File: config.mk
export PLATFORM = sky130hd
export DESIGN_NAME = pipeline_ctrl
export DESIGN_NICKNAME = d
export VERILOG_FILES = /design/src/rtl/pipeline_ctrl.sv
export SDC_FILE = /design/constraint.sdc
export NUM_CORES = 1
export LEC_CHECK = 0
export ABC_AREA = 1
export CAP_MARGIN = 20
export CORE_MARGIN = 2
export CORE_UTILIZATION = 48
export CTS_BUF_LIST = sky130_fd_sc_hd__clkbuf_2 sky130_fd_sc_hd__clkbuf_4 sky130_fd_sc_hd__clkbuf_8
export DETAILED_ROUTE_END_ITERATION = 12
export PLACE_DENSITY = 0.78
export SYNTH_ARGS = -nofsm -noshare
export SYNTH_HDL_FRONTEND = slang
export SYNTH_SLANG_ARGS = --single-unit
File: constraint.sdc
create_clock -name clock -period 1.79 [get_ports clock]
set_clock_uncertainty 0.2 [all_clocks]
set_input_delay 0.2685 -clock clock [delete_from_list [all_inputs] [get_ports clock]]
set_output_delay 0.2685 -clock clock [all_outputs]
set_load 0.01 [all_outputs]
File: src/rtl/pipeline_ctrl.sv
// Hazard and sequencing controller for the IF/ID/EX/WB pipeline: a two-entry
// write scoreboard drives RAW stalls, and a small FSM drains branches to WB.
module pipeline_ctrl #(
    parameter int CNT_W = 16
) (
    input  logic             clock,
    input  logic             reset_n,
    input  logic [5:0]       id_rs,
    input  logic [5:0]       id_rt,
    input  logic [5:0]       id_rd,
    input  logic             id_uses_rs,
    input  logic             id_uses_rt,
    input  logic             id_regwrt,
    input  logic             id_is_ctrl,
    input  logic             wb_redirect,
    output logic             pc_en,
    output logic             ifid_en,
    output logic             ifid_flush,
    output logic             idex_bubble,
    output logic             id_valid,
    output logic [CNT_W-1:0] stall_cnt,
    output logic [CNT_W-1:0] flush_cnt,
    output logic             ctrl_err
);

    typedef enum logic [1:0] {
        RUN     = 2'd0,
        WAIT_EX = 2'd1,
        WAIT_WB = 2'd2
    } state_t;

    state_t state, state_nxt;

    logic             sb_ex_vld, sb_wb_vld;
    logic [5:0]       sb_ex_rd, sb_wb_rd;
    logic             id_valid_q;
    logic [CNT_W-1:0] stall_q, flush_q;
    logic             err_q;

    logic rs_hit, rt_hit, hazard, issue;
    logic pc_en_c, ifid_en_c, ifid_flush_c, idex_bubble_c, stall_c;

    function automatic logic [CNT_W-1:0] sat_inc(input logic [CNT_W-1:0] v);
        if (&v)
            return v;
        return v + {{(CNT_W-1){1'b0}}, 1'b1};
    endfunction

    // No forwarding: a producer still in EX or WB blocks the read.
    assign rs_hit = (sb_ex_vld && (id_rs == sb_ex_rd)) || (sb_wb_vld && (id_rs == sb_wb_rd));
    assign rt_hit = (sb_ex_vld && (id_rt == sb_ex_rd)) || (sb_wb_vld && (id_rt == sb_wb_rd));
    assign hazard = id_valid_q && ((id_uses_rs && rs_hit) || (id_uses_rt && rt_hit));
    assign issue  = id_valid_q && (state == RUN) && !hazard;

    always_comb begin
        state_nxt     = state;
        pc_en_c       = 1'b0;
        ifid_en_c     = 1'b0;
        ifid_flush_c  = 1'b0;
        idex_bubble_c = 1'b1;
        stall_c       = 1'b0;
        case (state)
            RUN: begin
                if (hazard) begin
                    stall_c = 1'b1;
                end else if (issue && id_is_ctrl) begin
                    ifid_flush_c  = 1'b1;
                    idex_bubble_c = 1'b0;
                    state_nxt     = WAIT_EX;
                end else begin
                    pc_en_c       = 1'b1;
                    ifid_en_c     = 1'b1;
                    idex_bubble_c = !issue;
                end
            end
            WAIT_EX: begin
                ifid_flush_c = 1'b1;
                state_nxt    = WAIT_WB;
            end
            WAIT_WB: begin
                pc_en_c      = 1'b1;
                ifid_flush_c = 1'b1;
                state_nxt    = RUN;
            end
            default: state_nxt = RUN;
        endcase
    end

    always_ff @(posedge clock) begin
        if (!reset_n) begin
            state      <= RUN;
            sb_ex_vld  <= 1'b0;
            sb_wb_vld  <= 1'b0;
            id_valid_q <= 1'b0;
            stall_q    <= '0;
            flush_q    <= '0;
            err_q      <= 1'b0;
        end else begin
            state     <= state_nxt;
            sb_wb_vld <= sb_ex_vld;
            sb_ex_vld <= issue && id_regwrt;
            if (ifid_flush_c)
                id_valid_q <= 1'b0;
            else if (ifid_en_c)
                id_valid_q <= 1'b1;
            if (stall_c)
                stall_q <= sat_inc(stall_q);
            if (ifid_flush_c)
                flush_q <= sat_inc(flush_q);
            if (wb_redirect && (state != WAIT_WB))
                err_q <= 1'b1;
        end
    end

    // Destination fields are only meaningful alongside their valid bits.
    always_ff @(posedge clock) begin
        sb_wb_rd <= sb_ex_rd;
        sb_ex_rd <= id_rd;
    end

    // Reset forces the outputs immediately, before the first reset edge lands.
    assign pc_en       = reset_n && pc_en_c;
    assign ifid_en     = reset_n && ifid_en_c;
    assign ifid_flush  = !reset_n || ifid_flush_c;
    assign idex_bubble = !reset_n || idex_bubble_c;
    assign id_valid    = reset_n && id_valid_q;
    assign stall_cnt   = reset_n ? stall_q : '0;
    assign flush_cnt   = reset_n ? flush_q : '0;
    assign ctrl_err    = reset_n && err_q;

endmodule

Yosys cells after proc, flatten, opt, wreduce, memory -nomap -nowiden
Cells that the tools add are included.
{"block": "totals", "regBits": 50, "inputBits": 25, "output_inout_bits": 38, "elab_cells": 80}
{"block": "classes", "n_addsub": 2, "eq_ne": 11, "n_mux": 25, "bitwise": 1, "n_reduce_logical": 32}
{"operator": "$mux W16", "n": 4}
{"operator": "$add A16 B1 Y16 const B", "n": 2}
{"operator": "$reduce_and A16 Y1", "n": 2}
{"operator": "$eq A6 B6 Y1", "n": 4}
{"operator": "$logic_and A1 B1 Y1", "n": 16}
{"operator": "$mux W1", "n": 16}
{"operator": "$ne A2 B2 Y1 const B", "n": 4}
{"operator": "$reduce_and A2 Y1", "n": 3}
{"operator": "$logic_or A1 B1 Y1", "n": 5}
{"operator": "$mux W2", "n": 2}
{"operator": "$pmux W1 S2", "n": 2}
{"operator": "$pmux W2 S2", "n": 1}
{"operator": "$reduce_or A2 Y1", "n": 2}
{"operator": "$logic_not A1 Y1", "n": 3}
{"operator": "$eq A2 B1 Y1 const B", "n": 1}
{"operator": "$eq A2 B2 Y1 const B", "n": 1}
{"operator": "$logic_not A2 Y1", "n": 1}
{"operator": "$ne A2 B1 Y1 const B", "n": 1}
{"operator": "$not A1 Y1", "n": 1}

Depth between registers and ports, before layout
{"block": "depth", "word_depth": 16, "mapped_depth": 16, "depth_no_buf": 16}

Worst setup path after synthesis
Ideal clock, no wire load.
{"block": "synth_path", "kind": "register to register", "startpoint": "register stall_q[0]", "endpoint": "register stall_q[11]", "setup_time_ps": 68, "arrival_ps": 1635, "required_time_ps": 1522, "setup_slack_ps": -113, "path_stages_with_launch": 13, "path_buffers": 2, "period_less_slack_ps": 1903, "path_cell_list": "dfxtp_1 ha_1 nand2_1 inv_1 nand2_1 nor2_2 nand4_1 and3_1 buf_6 clkinv_2 buf_6 nand2_1 a21oi_2"}
{"block": "synth_between", "elab_chain_cells": 6, "elab_cells_between_ends": 8, "classes_between": "1 x add/sub; 1 x eq/ne; 4 x mux; 2 x reduce/logical"}
{"item": "start, declared", "line": "37", "rtl": "logic [CNT_W-1:0] stall_q, flush_q;"}
{"item": "start signal, assigned", "line": "107", "rtl": "stall_q <= sat_inc(stall_q);"}
{"item": "$reduce_and A16 Y1", "line": "44", "rtl": "if (&v)"}
{"item": "$mux W1", "line": "44"}
{"item": "$mux W1", "line": "106", "rtl": "if (stall_c)"}
{"item": "$mux W1", "line": "90", "rtl": "if (!reset_n) begin"}
{"item": "$ne A2 B2 Y1 (no line)"}
{"item": "$reduce_and A2 Y1 (no line)"}
Several ways; a longest one is shown, not always the timed one. The select of a mux whose other input is x is not followed.
A chain may end at the register's enable or synchronous reset.

Worst setup path in the final report
{"block": "layout_path", "startpoint": "register sb_ex_rd[3]", "endpoint": "output pc_en"}
{"block": "layout_between", "elab_chain_cells": 13, "elab_cells_between_ends": 17, "classes_between": "2 x eq/ne; 3 x mux; 12 x reduce/logical"}
{"item": "start, declared", "line": "35", "rtl": "logic [5:0] sb_ex_rd, sb_wb_rd;"}
{"item": "start signal, assigned", "line": "118", "rtl": "sb_ex_rd <= id_rd;"}
{"item": "$eq A6 B6 Y1 (on tied branches)", "line": "50, 51"}
{"item": "$logic_and A1 B1 Y1 (on tied branches)", "line": "50, 51"}
{"item": "$logic_or A1 B1 Y1 (on tied branches)", "line": "50, 51"}
{"item": "$logic_and A1 B1 Y1", "line": "52", "rtl": "assign hazard = id_valid_q && ((id_uses_rs && rs_hit) || (id_uses_rt && rt_hit));"}
{"item": "$logic_or A1 B1 Y1 (*)", "line": "52"}
{"item": "$logic_and A1 B1 Y1 (*)", "line": "52"}
{"item": "$logic_not A1 Y1", "line": "53", "rtl": "assign issue = id_valid_q && (state == RUN) && !hazard;"}
{"item": "$logic_and A1 B1 Y1", "line": "53"}
{"item": "$logic_and A1 B1 Y1", "line": "66", "rtl": "end else if (issue && id_is_ctrl) begin"}
{"item": "$mux W1", "line": "66"}
{"item": "$mux W1 (*)", "line": "64", "rtl": "if (hazard) begin"}
{"item": "$pmux W1 S2 (*)", "line": "62", "rtl": "case (state)"}
{"item": "$logic_and A1 B1 Y1 (*)", "line": "122", "rtl": "assign pc_en = reset_n && pc_en_c;"}
{"item": "end, declared", "line": "16", "rtl": "output logic pc_en,"}
Mark *: on every way between the ends. The rest lies on a longest branch, timed or not.

==> impl_metrics.csv <==
group,metric,value,unit
outcome,status,"finished, violations left",
outcome,violations_in_the_final_reports,"negative setup slack",
final_layout,mostFrequentLayoutCell,"nand2_1",
sta,grt_setup_unrepaired,"true",
flow_run,cap_viol_max_count,0,
placement,placedInstanceArea,4180,µm²
pwr,powerDensity,785,nW/µm²
synthesis,syn_inst,489,
synthesis,yosys_register_bits,50,
synthesis,synth_area_per_cell,6.36,µm²
final_layout,layout-area-overhead-vs-synth,50.5,%
routing,vias,3488,
worst_setup_path,worstSetupStartpointType,"register",
final_layout,filler_cell_count,497,
synthesis,synth_nets,521,
sta,worst_slew_pin_slew,350,ps
final_layout,num-nets-final,639,
sta,fin_hold_ws,183,ps
routing,ant_nets,0,
clock_tree,clk_pin_slew_worst_paths,80,ps
routing,totalWireLength,8940,µm
clock_tree,numClockSinks,50,
final_layout,most-common-layout-cells,"144 x nand2_1, 76 x inv_1, 49 x buf_4",
final_layout,diodes,0,
clock_tree,hold_buffers,0,
global_routing,global_route_wire_length_before_repair,14500,µm
sta,hold_violations,0,
worst_setup_path,cp_cell_sequence,"inv_2 -> nand2_1 -> nand2_1 -> inv_1 -> nand2_1 -> nor2_1 -> nand2_1 -> nand2_2 -> nand2_4 -> nand4_4 -> nand3_4 -> a21oi_2 -> buf_2",
clock_tree,insertion_delay,300,ps
synthesis,ys.warnings.count,0,
worst_hold_path,worstHoldPathType,"reg -> reg",
clock_tree,cts_max_path_buffers,2,
routing,drt_first_iter_violations,191,
synthesis,yosysSeqAreaShare,32.2,%
clock_tree,tritoncts,"done",
final_layout,seq_area,1070,µm²
global_routing,via_count_of_the_first_global_routing_pass,3420,
global_routing,grt_start_max_net_pins,26,
placement,gp_congestion,0.912,
placement,placed_wire_length_estimate,6130,µm
floorplan,initial_utilization,49.3,%
final_layout,finish.instance_area,4680,µm²
routing,dr.pass1.iters,7,
sta,clock.fmax,461,MHz
sta,post-route-worst-setup-slack,-379,ps
worst_setup_path,worst-endpoint-required,1320,ps
global_routing,grt_antenna_before_repair,0,
synthesis,syn_area,3110,µm²
clock_tree,tritoncts.num_buffers,5,
sta,finalWorstPathRequiredPeriod,2170,ps
routing,drt_wl_cell,13.1,µm
final_layout,fraction_of_final_layout_cells_sized_beyond_drive_strength_1,27.0,%
floorplan,y_dimension_of_the_die,84.5,µm
clock_tree,cts_root_buf,"clkbuf_8",
sta,layout_worst_path_cycle_share,121,%
global_routing,global_router_s_overall_resource_usage,24.7,%
floorplan,design.portCount,63,
final_layout,multi_input_gate_area,1900,µm²
floorplan,rows,29,
sta,max_slew_margin,76.4,%
worst_setup_path,crit_slowest_cell,"dfxtp_2",
sta,setup_viol,38,
pwr,report.power.total,3.68,mW
worst_setup_path,critical_path_class,"reg -> out",
floorplan,die-area,7140,µm²
global_routing,globalRoute.totalOverflow,0,
routing,drt_drc_violations_left,0,
pwr,leakagePower,2.60,nW
worst_setup_path,crit_path_max_fanout,3,
clock_tree,clock_tree.htree_level_count,2,
worst_setup_path,kind_of_capture_point_of_the_worst_setup_path,"primary output",
routing,vias_per_cell,5.09,
placement,place.port_buffers,62,
worst_setup_path,worst-endpoint-arrival,1700,ps
worst_setup_path,timing.critical_path.mode_cell,"nand2_1",
synthesis,synth_cell_types,32,
floorplan,overall_die_width,84.5,µm
worst_setup_path,max_stage_delay,360,ps
pwr,vdd.ir_drop.worst,558,µV
floorplan,core_region,6310,µm²
sta,slew_violations,0,
==> kinds of logic after synthesis <==
group	share of synthesized area (%)
AND/OR/NAND/NOR	36.6
buffers and inverters	13.4
flip-flops	32.2
AO/OA/AOI/OAI	7.40
XOR/XNOR	7.60
adder cells (fa/ha/maj)	2.82
==> worst max-delay path: cells and delay by family, from the launching register on <==
kind | cells | cell delay, ps
AOI/OAI and AO/OA | 1 | 120
buffers and inverters | 3 | 240
DFF | 1 | 360
and+or+nand+nor | 9 | 700
==> routing by layer <==
metal,vias to the layer above,track usage (%),routed length [µm]
met3,26,3.93,458
met4,0,11.4,292
met5,-,0,0
met2,101,47.3,4610
met1,1599,26.1,3580
li1,1762,-,-
==> report_power, final <==
group / internal (mW) / total (mW) / switching (mW)
clock: 0.328 / 0.692 / 0.364
sequential: 1.17 / 1.22 / 0.0514
combinational: 0.833 / 1.76 / 0.931
==> stage by stage <==
| step | cells | TNS, ps | setup WS, ps | utilization (%) |
|---|---|---|---|---|
| 3_3_place_gp | 666 | -36350 | -914 | 66.2 |
| 4_1_cts | 684 | -5070 | -376 | 71.3 |
| 2_1_floorplan | 489 | 0 | 0.800 | - |
| 5_1_grt | 685 | -12110 | -517 | 74.1 |
| 3_5_place_dp | 666 | -39670 | -945 | 66.2 |
| 6_report | 685 | -6750 | -379 | 74.1 |
==> cells in the mapped netlist <==
master / number / area [µm²]
nand2_1: 164 / 616
inv_1: 84 / 315
dfxtp_1: 50 / 1000
nor2_1: 37 / 139
a21oi_1: 31 / 155
nand4_1: 22 / 138
nand3_1: 21 / 105
xor2_1: 16 / 140
xnor2_1: 11 / 96.3
clkbuf_1: 9 / 33.8
ha_1: 7 / 87.6
buf_6: 4 / 45.0
nor3_1: 4 / 20.0
o21ai_0: 4 / 20.0
a21oi_2: 3 / 26.3
nor4_1: 3 / 18.8
clkinv_1: 2 / 7.51
nand3_2: 2 / 20.0
o211ai_1: 2 / 15.0
a21boi_1: 1 / 7.51
and3_1: 1 / 6.26
buf_4: 1 / 7.51
clkinv_2: 1 / 5.00
inv_2: 1 / 3.75
nand2_2: 1 / 6.26
nand3_4: 1 / 17.5
nand3b_1: 1 / 7.51
nand4_2: 1 / 12.5
nor2_2: 1 / 6.26
nor3b_2: 1 / 12.5
nor4_2: 1 / 12.5
o22ai_1: 1 / 6.26
==> flip-flops by register name, indices dropped and copies added, names as in the netlist <==
register	count
sb_wb_rd	6
id_valid_q	1
sb_ex_vld	1
state	2
flush_q	16
sb_ex_rd	6
stall_q	16
sb_wb_vld	1
err_q	1
==> worst paths after layout <==
path         cells after the start  slack (ps)                start                       to
min                              0         180  sb_ex_rd[0]$_DFF_P_      sb_wb_rd[0]$_DFF_P_
min reg2reg                      0         180  sb_ex_rd[0]$_DFF_P_      sb_wb_rd[0]$_DFF_P_
max                             13        -380  sb_ex_rd[3]$_DFF_P_                    pc_en
max reg2reg                     17        -270  sb_ex_rd[3]$_DFF_P_  stall_q[4]$_SDFFE_PN0P_
==> area by class of cell <==
class	instances	share of cell area, %
Clock buffer	7	1.92
Sequential cell	50	23.0
Timing Repair Buffer	123	25.1
Clock inverter	1	0.107
Tap cell	77	2.06
Inverter	88	7.16
Multi-Input combinational cell	339	40.7
==> timing repair <==
action	4_1_cts	5_1_grt
buffers inserted	7	3
endpoints found under the setup margin	73	57
resized for setup	113	60
gates cloned	4	0
pin swaps	15	15
(Power assumes the default switching activity.)
